--- config.mk ---
export PLATFORM = sky130hd
export DESIGN_NAME = pwm_shadow_update_ctrl
export DESIGN_NICKNAME = d
export VERILOG_FILES = /design/src/rtl/pwm_shadow_update_ctrl.sv
export SDC_FILE = /design/constraint.sdc
export NUM_CORES = 1
export LEC_CHECK = 0
export BUFFER_PORTS_ARGS = -buffer_cell sky130_fd_sc_hd__buf_2
export CORE_AREA = 2 2 81 44
export DETAILED_ROUTE_END_ITERATION = 6
export DIE_AREA = 0 0 83 46
export PLACE_DENSITY = 0.69
export SLEW_MARGIN = 20
export SYNTH_ARGS = -nofsm -noshare
export SYNTH_HDL_FRONTEND = slang
export SYNTH_SLANG_ARGS = --single-unit
--- constraint.sdc ---
create_clock -name clk -period 2.3 [get_ports clk]
set_clock_uncertainty 0.15 [all_clocks]
set_input_delay 0.115 -clock clk [delete_from_list [all_inputs] [get_ports clk]]
set_output_delay 0.115 -clock clk [all_outputs]
set_load 0.1 [all_outputs]
--- src/rtl/pwm_shadow_update_ctrl.sv ---
// Shadow-register update sequencer for one PWM carrier: arms on a bus commit,
// waits for a (decimated) carrier event, then emits a single maskevent pulse.
module pwm_shadow_update_ctrl #(
   parameter int DIV_WIDTH = 4,
   parameter int CNT_WIDTH = 8
) (
   input  logic                 clk,
   input  logic                 reset,
   input  logic                 pwm_onoff,
   input  logic                 carr_zero,
   input  logic                 carr_peak,
   input  logic [1:0]           cfg_mode,
   input  logic [DIV_WIDTH-1:0] cfg_div,
   input  logic                 commit,
   output logic                 maskevent,
   output logic                 update_pending,
   output logic                 commit_ack,
   output logic [CNT_WIDTH-1:0] update_cnt,
   output logic [CNT_WIDTH-1:0] merge_cnt
);

   localparam logic PWM_ON = 1'b1;

   typedef enum logic [1:0] {IDLE, ARMED, FIRE} state_t;

   state_t               state_q;
   logic [DIV_WIDTH-1:0] ev_cnt_q, ev_cnt_d;
   logic                 maskevent_q, update_pending_q, commit_ack_q;
   logic [CNT_WIDTH-1:0] update_cnt_q, merge_cnt_q;
   logic                 pwm_on, qev, tick, immediate;

   assign pwm_on    = (pwm_onoff == PWM_ON);
   assign immediate = (cfg_mode == 2'd3);

   // Coincident zero and peak in mode 2 collapse into a single event.
   always_comb begin
      qev = 1'b0;
      case (cfg_mode)
         2'd0:    qev = carr_zero;
         2'd1:    qev = carr_peak;
         2'd2:    qev = carr_zero | carr_peak;
         default: qev = 1'b0;
      endcase
   end

   // >= rather than == so a cfg_div lowered below the running count still ticks.
   assign tick = pwm_on && qev && (ev_cnt_q >= cfg_div);

   // The divider free-runs independently of pending updates to keep phase lock.
   always_comb begin
      ev_cnt_d = ev_cnt_q;
      if (!pwm_on || tick) ev_cnt_d = '0;
      else if (qev)        ev_cnt_d = ev_cnt_q + DIV_WIDTH'(1);
   end

   always_ff @(posedge clk) begin
      if (reset) ev_cnt_q <= '0;
      else       ev_cnt_q <= ev_cnt_d;
   end

   always_ff @(posedge clk) begin
      if (reset) begin
         state_q          <= IDLE;
         maskevent_q      <= 1'b0;
         update_pending_q <= 1'b0;
         commit_ack_q     <= 1'b0;
         update_cnt_q     <= '0;
         merge_cnt_q      <= '0;
      end else begin
         maskevent_q  <= 1'b0;
         commit_ack_q <= 1'b0;
         if (!pwm_on) begin
            // Shadows are transparent while off: acknowledge directly, never pulse.
            state_q          <= IDLE;
            update_pending_q <= 1'b0;
            commit_ack_q     <= commit;
         end else begin
            case (state_q)
               IDLE: begin
                  if (commit) begin
                     state_q          <= ARMED;
                     update_pending_q <= 1'b1;
                  end
               end
               ARMED: begin
                  if (commit && merge_cnt_q != '1)
                     merge_cnt_q <= merge_cnt_q + CNT_WIDTH'(1);
                  if (tick || immediate) begin
                     state_q          <= FIRE;
                     maskevent_q      <= 1'b1;
                     commit_ack_q     <= 1'b1;
                     update_pending_q <= 1'b0;
                     update_cnt_q     <= update_cnt_q + CNT_WIDTH'(1);
                  end
               end
               FIRE: begin
                  state_q          <= commit ? ARMED : IDLE;
                  update_pending_q <= commit;
               end
               default: begin
                  state_q          <= IDLE;
                  update_pending_q <= 1'b0;
               end
            endcase
         end
      end
   end

   assign maskevent      = maskevent_q;
   assign update_pending = update_pending_q;
   assign commit_ack     = commit_ack_q;
   assign update_cnt     = update_cnt_q;
   assign merge_cnt      = merge_cnt_q;

endmodule

# Word-level counts from Yosys, hierarchy flattened
# Cells that the tools add are included.
# totals
regBits	25
inputBits	12
# op_classes
addsub	3
magnitude_cmp	1
eq_ne	8
n_mux	11
bitwise	2
n_reduce_logical	13
# op_table
cell	count
adder 8 x 1 -> 8 bit (second input constant)	2
!= test 8 bit (second input constant)	1
equality test 2 bit (second input constant)	3
2-to-1 mux 1 bit	6
one-hot mux 1 bit (3 select lines)	2
one-hot mux 2 bit (3 select lines)	1
AND reduction 3 bit	2
adder 4 x 1 -> 4 bit (second input constant)	1
equality test 2 x 1 -> 1 bit (second input constant)	2
greater-or-equal comparator 4 bit	1
logical NOT 2 bit	2
2-to-1 mux 2 bit	2
!= test 2 bit (second input constant)	2
OR reduction 2 bit	2
logical AND 1 bit	3
logical OR 1 bit	2
AND reduction 2 bit	1
logical NOT 1 bit	1
inverter 1 bit	1
bitwise OR 1 bit	1

# Depth between registers and ports, before layout
# logic_depth
word_depth	8
ltp_mapped	7
depth_no_buf	6

# Least setup slack after synthesis
# Ideal clock, no wire load.
# synth_path
path_kind	reg-to-reg
startpoint	register merge_cnt_q[0] (netlist: merge_cnt[0])
endpoint	register merge_cnt_q[1] (netlist: merge_cnt[1])
arrival_time_ns	2.082
path_slack_ns	-0.060
path_stages_with_launch	6
path_buffers	0
synth_period_minus_slack_ns	2.360
path_cell_list	dfxtp_1 ha_1 nand3_1 o21ai_0 mux2i_1 nor2_1
# synth_between
elab_chain_len	3
# synth_rtl
element	line_no	source
from (decl)	29	logic [CNT_WIDTH-1:0] update_cnt_q, merge_cnt_q;
from (signal assigned)	87	merge_cnt_q <= merge_cnt_q + CNT_WIDTH'(1);
branches (longest 3 deep; another with adder 8 x 1 -> 8 bit)	n/a	
# Parallel ways; which one is timed is not known.
# A chain may end at the register's enable or synchronous reset.

# Worst setup path after layout
# layout_path
startpoint	register ev_cnt_q[0]
endpoint	register update_cnt_q[5] (netlist: update_cnt[5])
# layout_between
elab_chain_len	4
# layout_rtl
element	line_no	source
from (decl)	27	logic [DIV_WIDTH-1:0] ev_cnt_q, ev_cnt_d;
from (signal assigned)	58	else ev_cnt_q <= ev_cnt_d;
greater-or-equal comparator 4 bit	47	assign tick = pwm_on && qev && (ev_cnt_q >= cfg_div);
logical AND 1 bit	47	
logical OR 1 bit	88	if (tick || immediate) begin
AND reduction 3 bit (no source line)	n/a	
to (signal assigned)	93	update_cnt_q <= update_cnt_q + CNT_WIDTH'(1);
to (decl)	29	
# No other way between the ends.

==> flow_metrics.py <==
metrics = {
    "synth": {
        "synth-edff-count": 0,
        "synth.area.top_cells": "dfxtp_1 (37%), ha_1 (6.5%), nor2_1 (4.2%)",
        "synth_top_area_share_pct": 36.90,
        "ys_seq_area_share_pct": 36.90,
        "async_flop_share_pct": 0,
        "syn_avg_cell_area_um2": 8.923,
        "syn_area_um2": 1356,
        "ys_warn_count": 0,
        "syn_nets": 171,
        "synthCells": 152,
        "synth.distinct_cells": 41,
        "synth_ff_type": "dfxtp_1",
        "ys_ff_latch": 25,
        "yosysTopAreaCell": "dfxtp_1",
    },
    "routing": {
        "vias": 1198,
        "wl_um": 2977,
        "final_antenna_net_count": 0,
        "drcViolationCount": 0,
        "drtIter0Drc": 82,
        "detail_route.vias_per_cell": 5.324,
        "first_pass_iters": 4,
        "wl_per_cell_um": 13.23,
    },
    "setup_path": {
        "worstPathRequired_ps": 2320,
        "reg2reg_to": "update_cnt[5]",
        "path_cells": "inv_1 -> ha_1 -> nor3b_1 -> o211a_1 -> nor4_1 -> mux2_2",
        "critPathTopFamily": "simple AND/OR/NAND/NOR gates",
        "rrSetupSlack_ps": 230,
        "cp_num_buf_inv": 1,
        "cp.depth": 6,
        "setup.worst_path.start": "ev_cnt_q[0]",
        "critical_path_class": "flip-flop to flip-flop",
        "cp-start-kind": "flip-flop",
        "rr_startpoint": "ev_cnt_q[0]",
        "crit_path_end": "update_cnt[5]",
        "crit_path_max_incr_delay_ps": 370,
        "endpoint_kind": "flip-flop",
        "arrival_ps": 2090,
        "slowest_stage": "dfxtp_1",
        "path_max_fanout": 10,
        "rr_worst_depth": 6,
    },
    "finish": {
        "area_delta_synth_final_pct": 18.27,
        "finalCoreUtilization_pct": 49.98,
        "regArea_um2": 505.5,
        "fin_nets": 203,
        "drive_gt1_share_pct": 24.04,
        "diodes": 0,
        "final_cell_mix": "buf_2 (30), dfxtp_1 (21), nor2_1 (15)",
        "fin_area_um2": 1604,
        "final_common_cell": "buf_2",
        "fin_cells": 225,
        "multi_input_area_um2": 817.0,
        "fillers": 313,
    },
    "sta": {
        "rsz0062_at_grt": "false",
        "fin_crit_sh_pct": 90.03,
        "tns_ps": 0,
        "timing.hold.ws_ps": 106.4,
        "setup_viol": 0,
        "setup_ws_ps": 229.4,
        "fin_crit_ps": 2071,
        "relSlewSlack_pct": 61.07,
        "worstMarginPinSlew_ps": 577.9,
        "hold_viol": 0,
        "drv_slew": 0,
        "clock.fmax_ghz": 0.4829,
    },
    "clock_network": {
        "cts_tree": "done",
        "clock_latency_ps": 270,
        "cts_buffer_depth": 2,
        "numCtsBuffers": 3,
        "clkSinkCount": 25,
        "cts-root-buf": "clkbuf_8",
        "ctsHtreeMaxLevel": 1,
        "cts.reportedPaths.clkPinSlew_ps": 90,
    },
    "placement": {
        "post_dp_cell_area_um2": 1548,
        "dpl.hpwl_um": 2224,
        "place_ws_ps": 232.1,
        "globalplace.congestion": 0.8156,
        "io_buffers": 30,
        "dp.cells": 220,
    },
    "die": {
        "die-area_um2": 3818,
        "die_h_um": 46,
        "initial_core_util_pct": 42.26,
        "pin_count": 31,
        "die_w_um": 83,
        "core-area_um2": 3209,
        "std_cell_rows": 15,
    },
    "global_route": {
        "antenna_found_initial": 0,
        "grt_first_pass_wirelength_um": 4933,
        "grt_overflow": 0,
        "grt_usage_pct": 16.24,
        "grt_max_degree": 28,
        "grt_pass1_vias": 1126,
    },
    "power_and_ir_drop": {
        "p_int_mw": 0.5919,
        "p_switching_mw": 0.2115,
        "power.share.clock_pct": 32.4,
        "comb_power_share_pct": 12.6,
        "seq_power_share_pct": 55.1,
        "ir_drop_uv": 261.5,
        "power.density_nw_per_um2": 500.9,
        "total_power_mw": 0.8034,
        "p_sw_share_pct": 26.32,
        "p_leak_nw": 0.6938,
    },
    "worst_hold_path": {
        "hold_class": "input port to flip-flop",
    },
    "run_status": {
        "status": "finished clean",
    },
    "run": {
        "maxCapViolCount": 0,
    },
}
## how the worst min path moves through the flow
stage | from | endpoint | depth (start not counted) | slack, ps
6_report | pwm_onoff | maskevent | 3 | 110
3_5_place_dp | commit | state_q[0] | 3 | 240
2_1_floorplan | commit | state_q[0] | 2 | 90
4_1_cts | pwm_onoff | maskevent | 3 | 100
5_1_grt | pwm_onoff | commit_ack | 3 | 120
3_3_place_gp | commit | state_q[0] | 3 | 230
## power groups by stage
stage                     Clock (mW)  Combinational, mW  Sequential [mW]
after floorplan                    0             0.0555            0.469
after global placement             0             0.0957            0.452
after detailed placement           0             0.0990            0.452
after CTS                      0.267              0.101            0.442
after global routing           0.284              0.111            0.443
final                          0.260              0.101            0.442
## worst reg2reg max path, delay by kind of cell, from the launching register on
kind / cells / cell delay (ps)
DFF: 1 / 370
muxes: 1 / 360
AOI/OAI and AO/OA: 1 / 340
adders and majority gates: 1 / 280
and+or+nand+nor: 2 / 380
buffers and inverters: 1 / 90
## cells by family after synthesis
kind of cell,count (synthesis),synth area share (%)
xor+xnor,7,5.074
compound gates,26,13.65
mux,9,7.195
flops,25,36.90
simple gates,68,27.86
buf+inv,10,2.859
fa+ha+maj,7,6.457
## layer usage
layer / vias to the layer above / global-route usage [%] / wire length [µm]
li1: 614 / - / -
met1: 553 / 20.44 / 1408
met2: 29 / 28.71 / 1390
met3: 2 / 4.710 / 169
met4: 0 / 3.279 / 8
met5: - / 0 / 0
## sequential cells by signal (all words and copies together) (netlist names)
register        count
update_cnt          8
maskevent           1
update_pending      1
commit_ack          1
merge_cnt           8
ev_cnt_q            4
state_q             2
## synth_stat cells (all sizes together) (2+ instances only)
| cell type | n |
|---|---|
| and4 | 2 |
| nor3 | 4 |
| inv | 6 |
| ha | 7 |
| and3 | 2 |
| a211oi | 3 |
| a21o | 2 |
| o21ai | 5 |
| mux2i | 3 |
| nor2b | 8 |
| nor4 | 4 |
| nand2b | 4 |
| or3 | 3 |
| mux2 | 6 |
| o31ai | 2 |
| xor2 | 5 |
| nand2 | 8 |
| nand3 | 7 |
| o211ai | 3 |
| nor2 | 15 |
| dfxtp | 25 |
| nand4 | 3 |
| or4 | 2 |
| a21oi | 7 |
| xnor2 | 2 |
| clkbuf | 3 |
## final cells by class
class / count / share of cell area, %
multi-input cells: 117 / 50.94
flip-flops and latches: 25 / 31.51
repair buffers: 31 / 9.984
well taps: 42 / 3.276
clock buffers: 3 / 2.574
inverters: 6 / 1.404
clock inverters: 1 / 0.3120
## repair_timing
| item | 4_1_cts | 5_1_grt |
|---|---|---|
| buffers inserted | 0 | 0 |
| gates resized for setup | 0 | 0 |
| hold endpoints to repair | 2 | 0 |
| hold buffers | 1 | 0 |
| endpoints found under the setup margin | 0 | 0 |
Power figures use the tool's default switching activity.
